<file path="config.mk">
export PLATFORM = sky130hd
export DESIGN_NAME = frame_capture
export DESIGN_NICKNAME = d
export VERILOG_FILES = /design/src/rtl/frame_capture.sv
export SDC_FILE = /design/constraint.sdc
export NUM_CORES = 1
export LEC_CHECK = 0
export ABC_AREA = 1
export BUFFER_PORTS_ARGS = -buffer_cell sky130_fd_sc_hd__buf_2
export CORE_MARGIN = 3
export CORE_UTILIZATION = 35
export DETAILED_ROUTE_END_ITERATION = 7
export SYNTH_ARGS = -nofsm -noshare
export SYNTH_HDL_FRONTEND = slang
export SYNTH_SLANG_ARGS = --single-unit
export TNS_END_PERCENT = 10
</file>
<file path="constraint.sdc">
create_clock -name sys_clk_i -period 1.3 [get_ports sys_clk_i]
set_input_delay 0.13 -clock sys_clk_i [delete_from_list [all_inputs] [get_ports sys_clk_i]]
set_output_delay 0.13 -clock sys_clk_i [all_outputs]
set_load 0.05 [all_outputs]
</file>
<file path="src/rtl/frame_capture.sv">
// frame_capture: stores one frame of sobel-processed pixels
// into a linear memory at row*IMG_WIDTH+col.
module frame_capture #(
  parameter int IMG_WIDTH  = 256,
  parameter int IMG_HEIGHT = 256,
  parameter int ADDR_W     = 16
) (
  input  logic              sys_clk_i,
  input  logic              sys_rst_i,
  input  logic              start_i,
  input  logic [7:0]        red_i,
  input  logic [7:0]        green_i,
  input  logic [7:0]        blue_i,
  input  logic              done_i,
  output logic              mem_we_o,
  output logic [ADDR_W-1:0] mem_addr_o,
  output logic [23:0]       mem_wdata_o,
  output logic              busy_o,
  output logic              frame_done_o,
  output logic              overflow_o
);

  localparam int CW = $clog2(IMG_WIDTH);
  localparam int RW = $clog2(IMG_HEIGHT);
  localparam logic [CW-1:0] COL_LAST = CW'(IMG_WIDTH - 1);
  localparam logic [RW-1:0] ROW_LAST = RW'(IMG_HEIGHT - 1);

  typedef enum logic [1:0] {
    S_IDLE,
    S_CAPTURE,
    S_COMPLETE
  } state_e;

  state_e              state_q, state_d;
  logic [CW-1:0]       col_q, col_d;
  logic [RW-1:0]       row_q, row_d;
  logic [ADDR_W-1:0]   addr_q, addr_d;
  logic                we_q, we_d;
  logic [ADDR_W-1:0]   maddr_q, maddr_d;
  logic [23:0]         wdata_q, wdata_d;
  logic                fdone_q, fdone_d;
  logic                ovf_q, ovf_d;

  // Next-state, counter and registered-output logic.
  // The final pixel's write lands in COMPLETE, which is
  // why frame_done is registered alongside the write.
  always_comb begin
    state_d = state_q;
    col_d   = col_q;
    row_d   = row_q;
    addr_d  = addr_q;
    we_d    = 1'b0;
    maddr_d = maddr_q;
    wdata_d = wdata_q;
    fdone_d = 1'b0;
    ovf_d   = ovf_q;
    unique case (state_q)
      S_IDLE: begin
        if (start_i) begin
          state_d = S_CAPTURE;
          col_d   = '0;
          row_d   = '0;
          addr_d  = '0;
          ovf_d   = 1'b0;
        end else if (done_i) begin
          ovf_d = 1'b1;
        end
      end
      S_CAPTURE: begin
        if (done_i) begin
          we_d    = 1'b1;
          maddr_d = addr_q;
          wdata_d = {red_i, green_i, blue_i};
          addr_d  = addr_q + ADDR_W'(1);
          if (col_q == COL_LAST) begin
            col_d = '0;
            if (row_q == ROW_LAST) begin
              row_d   = '0;
              addr_d  = '0;
              state_d = S_COMPLETE;
              fdone_d = 1'b1;
            end else begin
              row_d = row_q + RW'(1);
            end
          end else begin
            col_d = col_q + CW'(1);
          end
        end
      end
      S_COMPLETE: begin
        state_d = S_IDLE;
        if (done_i) begin
          ovf_d = 1'b1;
        end
      end
      default: state_d = S_IDLE;
    endcase
  end

  // State, counters and outputs; reset wins over everything.
  always_ff @(posedge sys_clk_i) begin
    if (sys_rst_i) begin
      state_q <= S_IDLE;
      col_q   <= '0;
      row_q   <= '0;
      addr_q  <= '0;
      we_q    <= 1'b0;
      maddr_q <= '0;
      wdata_q <= '0;
      fdone_q <= 1'b0;
      ovf_q   <= 1'b0;
    end else begin
      state_q <= state_d;
      col_q   <= col_d;
      row_q   <= row_d;
      addr_q  <= addr_d;
      we_q    <= we_d;
      maddr_q <= maddr_d;
      wdata_q <= wdata_d;
      fdone_q <= fdone_d;
      ovf_q   <= ovf_d;
    end
  end

  assign mem_we_o     = we_q;
  assign mem_addr_o   = maddr_q;
  assign mem_wdata_o  = wdata_q;
  assign busy_o       = (state_q != S_IDLE);
  assign frame_done_o = fdone_q;
  assign overflow_o   = ovf_q;

endmodule
</file>
======== Word-level counts from Yosys, hierarchy flattened ========
Cells that the tools add are included.
cells by class
  $mul .................................... 0
  shift-type cells ........................ 0
  mux-type cells .......................... 23
  bitwise operators ....................... 3
  div/mod/pow operators ................... 0
  eq/ne operators ......................... 8
  $lt $le $gt $ge ......................... 0
  $add $sub $neg .......................... 3
  reductions and logical operators ........ 10
operator list
  operator                                                               count
  16-bit two-way mux                                                     4
  8-bit two-way mux                                                      6
  16-bit one-hot mux with 2 select lines                                 1
  8-bit one-hot mux with 2 select lines                                  2
  16-bit by 1-bit adder with 16-bit output, second input constant        1
  8-bit by 1-bit adder with 8-bit output, second input constant          2
  8-bit equality test, second input constant                             2
  2-bit two-way mux                                                      4
  2-bit != test, second input constant                                   4
  4-bit AND reduction                                                    2
  2-bit nonzero test                                                     3
  1-bit two-way mux                                                      4
  2-bit one-hot mux with 2 select lines                                  1
  4-bit OR reduction                                                     1
  1-bit NOT                                                              3
  3-bit AND reduction                                                    1
  2-bit by 1-bit equality test with 1-bit output, second input constant  1
  2-bit equality test, second input constant                             1
  2-bit logical NOT                                                      1
  1-bit one-hot mux with 2 select lines                                  1
  2-bit AND reduction                                                    1
  2-bit OR reduction                                                     1
storage, ports and cells
  logic and storage cells ................. 56
  bits in latches ......................... 0
  memory bits (read-only) ................. 0
  memories kept ........................... 0
  bits in registers ....................... 77
  bits in writable memories ............... 0
  input bits .............................. 28

======== Depth between registers and ports, before layout ========
Gate-level depths: netlist (run 1).
  depth after elaboration ................. 5
  gate-level depth with buffers ........... 10
  depth with buffers taken out ............ 10

======== Worst setup path after synthesis (run 1) ========
No wires, ideal clock.
  path type ............................... register to register
  start point ............................. register state_q[0]
  end point ............................... register addr_q[4]
  period minus slack after synthesis ...... 1372 ps
  required time ........................... 1185 ps
  setup slack ............................. -72 ps
  arrival time ............................ 1257 ps
  setup time .............................. 115 ps
  cell stages (with the launch flop) ...... 9
  path buffers ............................ 0
  cells stage by stage .................... dfxtp_1 > inv_2 > nand2_2 > nor2_2 > nor2_4 > nor2_4 > nand2_1 > xor2_1 > nor2_2
between the ends
  longest elaborated chain between the ends .. 3
RTL lines
  what                                                                                 RTL line  source
  start, declared                                                                      34        state_e state_q, state_d;
  start signal, assigned                                                               113       state_q <= state_d;
  2-bit by 1-bit equality test with 1-bit output or 2-bit logical NOT (tied branches)  57        unique case (state_q)
  2-bit != test (no source line) or 2-bit nonzero test (tied branches)                 -
  3-bit AND reduction (no source line)                                                 -
  end signal, assigned                                                                 116       addr_q <= addr_d;
  end, declared                                                                        37        logic [ADDR_W-1:0] addr_q, addr_d;
Several ways; a longest one is shown, not always the timed one.
A chain may end at the register's enable or synchronous reset.

======== Final worst setup path (run 1) ========
  start point ............................. register row_q[0]
  end point ............................... register addr_q[2]
between the ends
  longest elaborated chain between the ends .. 5
RTL lines
  what                                    RTL line  source
  start, declared                         36        logic [RW-1:0] row_q, row_d;
  start signal, assigned                  115       row_q <= row_d;
  8-bit equality test                     77        if (row_q == ROW_LAST) begin
  16-bit two-way mux                      77
  16-bit two-way mux                      75        if (col_q == COL_LAST) begin
  16-bit two-way mux                      70        if (done_i) begin
  16-bit one-hot mux with 2 select lines  57
No other way between the ends. The select of a mux whose other input is x is not followed.

==> results of run 1 <==
worst paths after layout:
kind,endpoint,slack [ns],depth (start not counted)
setup reg to reg,addr_q[2]$_SDFFE_PP0P_,-0.05,10
hold reg to reg,row_q[4]$_SDFFE_PP0P_,0.46,2
setup / recovery,addr_q[2]$_SDFFE_PP0P_,-0.05,10
hold / removal,mem_wdata_o[16]$_SDFFE_PP0P_,0.02,3
cells in the mapped netlist (5+ instances only):
library cell	number	area [um2]
inv_1	25	93.8
nor2_2	13	81.3
dfxtp_1	77	1540
a21oi_1	17	85.1
a21oi_2	5	43.8
nand2_4	5	56.3
inv_2	5	18.8
nand2_2	6	37.5
nand2_1	61	229
xor2_1	6	52.6
buf_6	6	67.6
nand4_1	6	37.5
nor2_4	5	56.3
nand3_1	17	85.1
nor3_1	5	25.0
nor2_1	99	372
o21ai_0	44	220
power by group through the flow:
stage	Sequential, mW	Combinational (mW)	Clock, mW
after floorplan	2.84	0.352	0
after global placement	2.55	0.891	0
after detailed placement	2.55	0.898	0
after CTS	2.50	0.979	1.90
after global routing	2.51	1.08	2.01
final	2.50	1.00	1.84
metal layers:
layer | share of wire (%) | vias to the layer above | track usage, %
met1 | 45 | 1497 | 19.7
met5 | 0 | - | 0
li1 | - | 1686 | -
met3 | 2.2 | 13 | 2.96
met2 | 51 | 35 | 28.2
met4 | 1.7 | 0 | 6.47
state kept, by name, summed over array words and instances, names as in the netlist:
| register | flops |
|---|---|
| frame_done_o | 1 |
| mem_addr_o | 16 |
| mem_wdata_o | 24 |
| addr_q | 16 |
| overflow_o | 1 |
| row_q | 8 |
| col_q | 8 |
| mem_we_o | 1 |
| state_q | 2 |
worst register-to-register path: stages (launching register included):
cell and delay, ns:
dfxtp_2 0.34, ha_2 0.17, nand2_1 0.09, nor2_2 0.12
nand2_2 0.08, nand2_2 0.08, nor2_2 0.05, inv_2 0.09
nand2_8 0.09, inv_12 0.10, nor3_2 0.04
final cells by class:
class                           instances  area (um2)
Sequential cell                        77        1550
Multi-Input combinational cell        314        1790
Timing Repair Buffer                  138         968
Tap cell                              129         161
Clock inverter                          6        62.6
Clock buffer                           10         138
Inverter                               34         155
Fill cell                             945        4540
cell families after synthesis:
logic type,count (synthesis)
xor+xnor,6
flops,77
fa+ha+maj,3
buf+inv,50
simple gates,227
compound gates,78
per-stage QoR:
stage	TNS (ns)	area, um2	utilization (%)
floorplan	-0.169	3430	-
global placement	-0.899	4200	44.9
detailed placement	-2.09	4200	44.9
CTS	-1.23	4700	50.1
global route	-2.87	4830	51.5
finish	-0.560	4830	51.5
repair_timing:
| action | 4_1_cts | 5_1_grt |
|---|---|---|
| buffers inserted | 0 | 5 |
| endpoints found under the hold margin | 20 | 0 |
| endpoints found under the setup margin | 31 | 34 |
| gates resized for setup | 26 | 24 |
| pin swaps | 9 | 16 |
| hold buffers | 20 | 0 |
==> metrics, run 1 <==
Vert. Die Dim approximately 100 um; CTS buffer count 9; Core ar. between 9000 and 10,000 um2; longest individual stage delay on the worst path between 0.3 and 0.4 ns; leakage power approximately 2.2 nW; top cell family by delay on the critical path simple AND/OR/NAND/NOR gates; sequential fraction of design power 46.8%; peak clock frequency supported by timing 740 MHz; Crit. End Element flip-flop; total power per unit cell area 1110 nW/um2; # clock sinks 77; highest-count cells in the layout ignoring fill and taps 95 x nor2_1, 70 x buf_2, 68 x dfxtp_1; final-stage net count 605; number of placed instances, taps included between 600 and 700; total via count in the routed design 3,231; routability congestion estimate roughly 0.83; global-route wire length before repair 14.8 mm; Final Slew Violations 0; main combinational cell family by area after synthesis simple AND/OR/NAND/NOR gates; input/output buffers roughly 70; proportion of layout cells with a drive suffix above 1 roughly 38%; beginning of the worst hold path red_i[0]; pin count of the biggest net entering global routing 48; register bit total from synthesis 77; portion of total power attributed to combinational logic 18.8%; proportion of synthesized flip-flops having asynchronous set or reset 0%; Worst Skew 0.00806 ns; cells along the critical path ha_2 -> nand2_1 -> nor2_2 -> nand2_2 -> nand2_2 -> nor2_2 -> inv_2 -> nand2_8 -> inv_12 -> nor3_2; CP required 1.54 ns; Switching Fraction 30.8%; Core Rows 35; Horiz. Die Dim 105 um; number of design rule violations left after detail routing 0; leftover overflow at the end of global routing 0; worst setup slack before clock tree synthesis -0.112 ns; via count of the first global-routing pass 3,225; arrival time worst endpoint around 1.6 ns; P_int roughly 3.7 mW; adder and majority cell fraction of the synthesized area 1.10%; ANT cells 0; Buf/Inv on CP 2; Detailed Place HPWL between 6 and 7 mm; area added between synthesis and finish 41.6%; Starting Density between 30% and 40%; number of top-level pins 72; Synth warnings 0; start of the worst register-to-register path row_q[0]$_SDFFE_PP0P_; result of the run complete, but fails checks; critical path launch point row_q[0]$_SDFFE_PP0P_; worst ir drop on vdd 457 uV; most common flop cell mapped by yosys dfxtp_1; clock latency of the later-clocked register in the worst-skew pair 0.35 ns; class of the tightest hold or removal check primary input to flip-flop; number of flops mapped to enable cells by yosys 0; initial drt markers 150; final hold slack 0.0167 ns; Slowest-stage cell, CP dfxtp_2; maximum buffer depth of the clock tree 2; Avg WL per Cell between 10 and 15 um; slew at the pin closest to its max-slew limit 0.268 ns; overall power of the completed layout 5.35 mW; detailed-routing iteration count for the pre-antenna-repair pass 5; largest fanout on the critical path 8; category of the critical setup timing path flip-flop to flip-flop; antenna violations before repair 0; detailed-route vias per instance 4.56; max_cap viols 0; smallest setup slack after layout -0.0521 ns; net switching component of the power 1.64 mW; Max transition margin 82.0%; synthesized netlist cell count 441; Worst-path clk slew 0.08 ns; basic-gate share of the synthesized area counting and, or, nand and nor cells 32.3%; # H-tree levels 3; CTS root buffer clkbuf_8; element type at the critical path start flip-flop; Total Routing Usage GR 16.2%; register area share after synthesis 45.2%; portion of netlist area occupied by mux cells 0%; fraction of the mapped netlist area in compound gates 12.7%; XOR/XNOR Fraction of Synth Area 1.54%; number of standard cells in the final layout excluding fillers 708; final antenna-violating net count 0; Net Count, Synth 472; Setup violations, final 21; post-synthesis instance area 3410 um2; Die Area 11,000 um2; share of the cycle needed by the critical path after routing 104%; Tmin final about 1.4 ns; most common cell after layout, fill and taps aside nor2_1; drt total wl 8.65 mm; unrepaired setup endpoints after global routing yes; Mean Syn Cell Area 7.74 um2; distinct cell type count of the synthesized netlist 39; Fin. Hold Viols 0; TritonCTS clock tree done; failing checks setup timing; share of power burned in the clock network 34.5%
No activity file was read; power rests on OpenSTA's default activity.
==> run 2, diff against run 1 <==
- clock period: 1.3 -> 1.8 ns (I/O delays scaled with it)
==> run 2 against run 1 <==
Highest routed layer unchanged. Via count fell by 8.1%. Sequential share of layout area is 5.6 points higher. Count of clock-buffer cells in the layout increased by 1. Clock skew is 0.0013 ns higher. First-iteration DRC count down 12%. Routed wire length down 9.4%. Global-route usage decreased by 1.7 points. Clock power down 21%. Critical path type unchanged. Largest cell class unchanged. Sequential power is 28% lower. Critical path depth is the same. The flow now finishes without violations. Flip-flop and latch count is the same. Largest power group unchanged.
==> metrics, run 2 (same netlist as run 1, synthesis figures left out) <==
result of the run completed; library cell appearing most often on the critical path nand2_1; number of flip-flops under the largest register name 24 (unchanged); final design instance area without fill 4080 um2 (-15%); Core Rows 35 (unchanged); share of the cycle needed by the critical path after routing 87.5% (-17 points); slew at the pin closest to its max-slew limit 0.434 ns (+0.166 ns); detailed-route vias per instance 4.59 (+0.68%); TritonCTS clock tree done; antenna violations before repair 0 (unchanged); Total Routing Usage GR 14.5% (-1.7 points); class of the tightest hold or removal check primary input to flip-flop; input/output buffers 71 (unchanged); worst ir drop on vdd 342 uV (-25%); final-stage net count 543 (-10%); max_cap viols 0 (unchanged); unrepaired setup endpoints after global routing no; number of placed instances, taps included 630 (-5.5%); highest-count cells in the layout ignoring fill and taps 99 x nor2_1, 76 x dfxtp_1, 71 x buf_2; peak clock frequency supported by timing 635 MHz (-14%); category of the critical setup timing path flip-flop to flip-flop; CP required 2.03 ns (+0.49 ns); Detailed Place HPWL 5.59 mm (-8.1%); number of hold buffers added after CTS 0 (-100%); Slowest-stage cell, CP dfxtp_1; Crit. End Element flip-flop; pin count of the biggest net entering global routing 39 (-19%); Fin. Hold Viols 0 (unchanged); # H-tree levels 3 (unchanged); ANT cells 0 (unchanged); cells along the critical path ha_1 -> nand2_1 -> nor2_2 -> nand2_1 -> nand2_1 -> nor2_1 -> inv_1 -> nand2_4 -> inv_6 -> nor3_2; final antenna-violating net count 0 (unchanged); # clock sinks 77 (unchanged); CTS buffer count 9 (unchanged); number of inserted filler cells in the final layout 990 (+4.8%); total via count in the routed design 2,968 (-8.1%); placed instance area 3850 um2 (-8.3%); Starting Density 36.4% (unchanged); detailed-routing iteration count for the pre-antenna-repair pass 4 (-1); leftover overflow at the end of global routing 0 (unchanged); Horiz. Die Dim 105 um (unchanged); leakage power 1.78 nW (-17%); drt total wl 7.84 mm (-9.4%); Worst-path clk slew 0.08 ns (about the same); longest individual stage delay on the worst path 0.38 ns (+0.04 ns); CTS root buffer clkbuf_8; area added between synthesis and finish 19.7%; Worst Skew 0.00938 ns (+0.00131 ns); Setup violations, final 0 (-100%); total power per unit cell area 946 nW/um2 (-15%); Tmin final 1.57 ns (+0.222 ns); Die Area 11,000 um2 (unchanged); routability congestion estimate 0.786 (-5.1%); overall power of the completed layout 3.86 mW (-28%); number of standard cells in the final layout excluding fillers 646 (-8.8%); arrival time worst endpoint 1.81 ns (+0.22 ns); via count of the first global-routing pass 2,764 (-14%); Vert. Die Dim 105 um (unchanged); Core ar. 9370 um2 (unchanged); global-route wire length before repair 13.1 mm (-11%); largest fanout on the critical path 8 (unchanged); maximum buffer depth of the clock tree 2 (unchanged); Final Slew Violations 0 (unchanged); final-layout setup total negative slack 0 ns (+0.560 ns); clock latency of the later-clocked register in the worst-skew pair 0.34 ns (about the same); final core area utilization 43.6% (-8.0 points); element type at the critical path start flip-flop; number of design rule violations left after detail routing 0 (unchanged); proportion of layout cells with a drive suffix above 1 27.7% (-10 points); most common cell after layout, fill and taps aside nor2_1; initial drt markers 132 (-12%); number of top-level pins 72 (unchanged); Max transition margin 71.1% (-11 points); Avg WL per Cell 12.1 um (-0.71%)
## run 2: final timing paths
path	to	cells past startpoint	start	slack, ns
max	addr_q[2]$_SDFFE_PP0P_	10	row_q[1]$_SDFFE_PP0P_	0.23
min	mem_wdata_o[9]$_SDFFE_PP0P_	3	green_i[1]	0.05
max reg2reg	addr_q[2]$_SDFFE_PP0P_	10	row_q[1]$_SDFFE_PP0P_	0.23
min reg2reg	row_q[4]$_SDFFE_PP0P_	2	row_q[4]$_SDFFE_PP0P_	0.46
## run 2: worst max-delay path: cells and delay by family, from the launching register on
family	cells	cell delay [ns]
flops	1	0.38
buf+inv	2	0.23
simple gates	7	0.67
fa+ha+maj	1	0.19
## run 2: layout make-up
class | count | area (um2) | area share, %
sequential | 77 | 1540 | 37.8
clock inverter | 5 | 83.8 | 2.05
timing repair buffer | 76 | 393 | 9.62
multi-input combinational | 314 | 1630 | 39.8
tap | 129 | 161 | 3.95
clock buffer | 11 | 141 | 3.46
inverter | 34 | 136 | 3.34
## run 2: report_power, final
group / switching (mW) / leakage (nW) / internal (mW)
clock: 0.638 / 0.106 / 0.822
sequential: 0.0325 / 0.626 / 1.77
combinational: 0.456 / 1.05 / 0.144
## run 2: through the flow
step	worst slack [ns]	hold slack (ns)
2_1_floorplan	0.428	0.259
3_3_place_gp	0.228	0.403
3_5_place_dp	0.216	0.409
4_1_cts	0.196	0.0372
5_1_grt	0.0475	0.0436
6_report	0.225	0.0517
## run 2: per-layer routing
layer  global-route usage (%)  part of all wire [%]
met2                     23.9                    48
met3                     3.52                   3.5
met5                        0                     0
met1                     19.0                    47
met4                     4.03                   1.1
## run 2: timing repair
item	4_1_cts	5_1_grt
buffers inserted	0	0
gates resized for setup	0	2
endpoints found under the setup margin	0	1
==> run 3, diff against run 2 <==
- CORE_UTILIZATION: 35 -> 54
- PLACE_DENSITY: default -> 0.79
- clock period: 1.8 -> 1.49 ns (I/O delays scaled with it)
==> run 3 against run 2 <==
Clock skew is 0.0023 ns higher. Highest routed layer unchanged. Fmax is 8.6% higher. Largest power group unchanged. Global-route usage is 7.4 points higher. Clock power is 20% higher. Critical endpoint is now addr_q[4]$_SDFFE_PP0P_. Count of clock-buffer cells in the layout stayed put. Sequential share of layout area is 0.47 points lower. Die area is 33% lower. Critical path depth stayed put. Design area is 1.6% higher. Power is 21% higher.
==> metrics, run 3 (same netlist as run 1, synthesis figures left out) <==
result of the run completed; total power per unit cell area 1130 nW/um2 (+19%); Fin. Hold Viols 0 (unchanged); top cell family by delay on the critical path simple AND/OR/NAND/NOR gates; global-route wire length before repair 12.9 mm (-1.4%); share of the cycle needed by the critical path after routing 97.3% (+9.8 points); number of top-level pins 72 (unchanged); # clock sinks 77 (unchanged); area added between synthesis and finish 21.6%; Crit. End Element flip-flop; element type at the critical path start flip-flop; start of the worst register-to-register path row_q[1]$_SDFFE_PP0P_; cells along the critical path ha_1 -> nand2_1 -> nor2_2 -> nand2_2 -> nand2_4 -> nor2_4 -> inv_1 -> nand2_4 -> inv_8 -> nor2_2; P_int 3.31 mW (+21%); Tmin final 1.45 ns (-0.125 ns); most common cell after layout, fill and taps aside nor2_1; leakage power 1.86 nW (+4.1%); pin count of the biggest net entering global routing 44 (+13%); initial drt markers 140 (+6.1%); routability congestion estimate 0.921 (+17%); critical path launch point row_q[1]$_SDFFE_PP0P_; input/output buffers 71 (unchanged); TritonCTS clock tree done; Worst Skew 0.0117 ns (+0.00229 ns); Max transition margin 73.3% (+2.2 points); portion of total power attributed to combinational logic 16.1% (+0.6 points); antenna violations before repair 0 (unchanged); CTS root buffer clkbuf_8; longest individual stage delay on the worst path 0.35 ns (-0.03 ns); CP required 1.74 ns (-0.29 ns); Hold Crit Depth 3 (unchanged); detailed-route vias per instance 5.12 (+11%); arrival time worst endpoint 1.70 ns (-0.11 ns); Horiz. Die Dim 85.5 um (-18%); number of flip-flops under the largest register name 24 (unchanged); via count of the first global-routing pass 2,903 (+5.0%); class of the tightest hold or removal check primary input to flip-flop; final design instance area without fill 4150 um2 (+1.6%); # H-tree levels 3 (unchanged); worst ir drop on vdd 841 uV (+150%); peak clock frequency supported by timing 690 MHz (+8.6%); largest fanout on the critical path 8 (unchanged); Buf/Inv on CP 2 (unchanged); Register-to-Register Path Depth 10 (unchanged); Core ar. 6030 um2 (-36%); proportion of layout cells with a drive suffix above 1 30.9% (+3.2 points); final antenna-violating net count 0 (unchanged); leftover overflow at the end of global routing 0 (unchanged); slew at the pin closest to its max-slew limit 0.398 ns (-0.0362 ns); WP depth 10 (unchanged); unrepaired setup endpoints after global routing yes; net switching component of the power 1.37 mW (+22%); Vert. Die Dim 85.5 um (-18%); Switching Fraction 29.3% (+0.13 points); Slowest-stage cell, CP dfxtp_2; category of the critical setup timing path flip-flop to flip-flop; sequential fraction of design power 46.6% (about the same); Starting Density 56.6% (+20 points); total via count in the routed design 3,071 (+3.5%); end of the worst register-to-register path addr_q[4]$_SDFFE_PP0P_; number of design rule violations left after detail routing 0 (unchanged); Detailed Place HPWL 5.39 mm (-3.5%); final-layout setup total negative slack 0 ns (unchanged); ANT cells 0 (unchanged); clock latency of the later-clocked register in the worst-skew pair 0.36 ns (+0.02 ns); Core Rows 28 (-20%); CTS buffer count 9 (unchanged); final-stage net count 552 (+1.7%); Reg2Reg Setup Slack 0.04 ns (-0.19 ns); Die Area 7310 um2 (-33%); Setup violations, final 0 (unchanged); Total Routing Usage GR 21.9% (+7.4 points); max_cap viols 0 (unchanged); Avg WL per Cell 12.8 um (+5.1%); maximum buffer depth of the clock tree 2 (unchanged); drt total wl 7.66 mm (-2.3%); Worst-path clk slew 0.08 ns (about the same); share of power burned in the clock network 37.4% (-0.4 points); highest-count cells in the layout ignoring fill and taps 97 x nor2_1, 72 x dfxtp_1, 71 x buf_2; Final Slew Violations 0 (unchanged); detailed-routing iteration count for the pre-antenna-repair pass 5 (+1); placed instance area 3850 um2 (about the same); Critical path destination addr_q[4]$_SDFFE_PP0P_
==> run 3: metrics by stage <==
step / worst slack [ns] / total power [mW] / utilization, % / std cells / hold slack, ns
2_1_floorplan: 0.118 / 2.78 / - / 441 / 0.228
4_1_cts: 0.00717 / 4.69 / 67.6 / 598 / 0.00983
6_report: 0.0402 / 4.68 / 68.9 / 600 / 0.0168
5_1_grt: -0.0768 / 4.86 / 68.9 / 600 / 0.0130
3_5_place_dp: 0.00570 / 2.96 / 63.9 / 583 / 0.380
3_3_place_gp: 0.0362 / 2.95 / 63.9 / 583 / 0.372
==> run 3: power groups by stage <==
stage	sequential, mW	combinational [mW]	clock, mW
after floorplan	2.48	0.305	0
after global placement	2.22	0.727	0
after detailed placement	2.22	0.735	0
after CTS	2.18	0.740	1.77
after global routing	2.19	0.809	1.86
final	2.18	0.752	1.75
==> run 3: layout make-up <==
class                      count  area [um2]
inverter                      34         139
tap                           75        93.8
multi-input combinational    314        1680
timing repair buffer          85         473
fill                         511        1880
clock inverter                 4        72.6
sequential                    77        1550
clock buffer                  11         141
==> run 3: worst min-delay path by stage <==
stage,startpoint,endpoint,slack (ns)
final,green_i[5],mem_wdata_o[13]$_SDFFE_PP0P_,0.02
after global routing,green_i[2],mem_wdata_o[10]$_SDFFE_PP0P_,0.01
after CTS,green_i[6],mem_wdata_o[14]$_SDFFE_PP0P_,0.01
after detailed placement,blue_i[0],mem_wdata_o[0]$_SDFFE_PP0P_,0.38
after global placement,red_i[0],mem_wdata_o[16]$_SDFFE_PP0P_,0.37
after floorplan,sys_rst_i,mem_we_o$_SDFF_PP0_,0.23
==> run 3: metal layers <==
layer	routed length [um]	GRT usage (%)
met3	308	5.48
met2	3810	36.4
met1	3410	27.2
met4	125	8.78
met5	0	0
==> run 3: worst reg2reg max path: stages (launching register included) <==
cell and delay (ns):
dfxtp_2 0.35, ha_1 0.18, nand2_1 0.09, nor2_2 0.15, nand2_2 0.10, nand2_4 0.11, nor2_4 0.04, inv_1 0.10
nand2_4 0.09, inv_8 0.10, nor2_2 0.04
==> run 3: repair_timing <==
item | 4_1_cts | 5_1_grt
pin swaps | 0 | 4
endpoints found under the setup margin | 7 | 24
setup buffers | 0 | 2
resized for setup | 3 | 18
hold buffers | 0 | 0
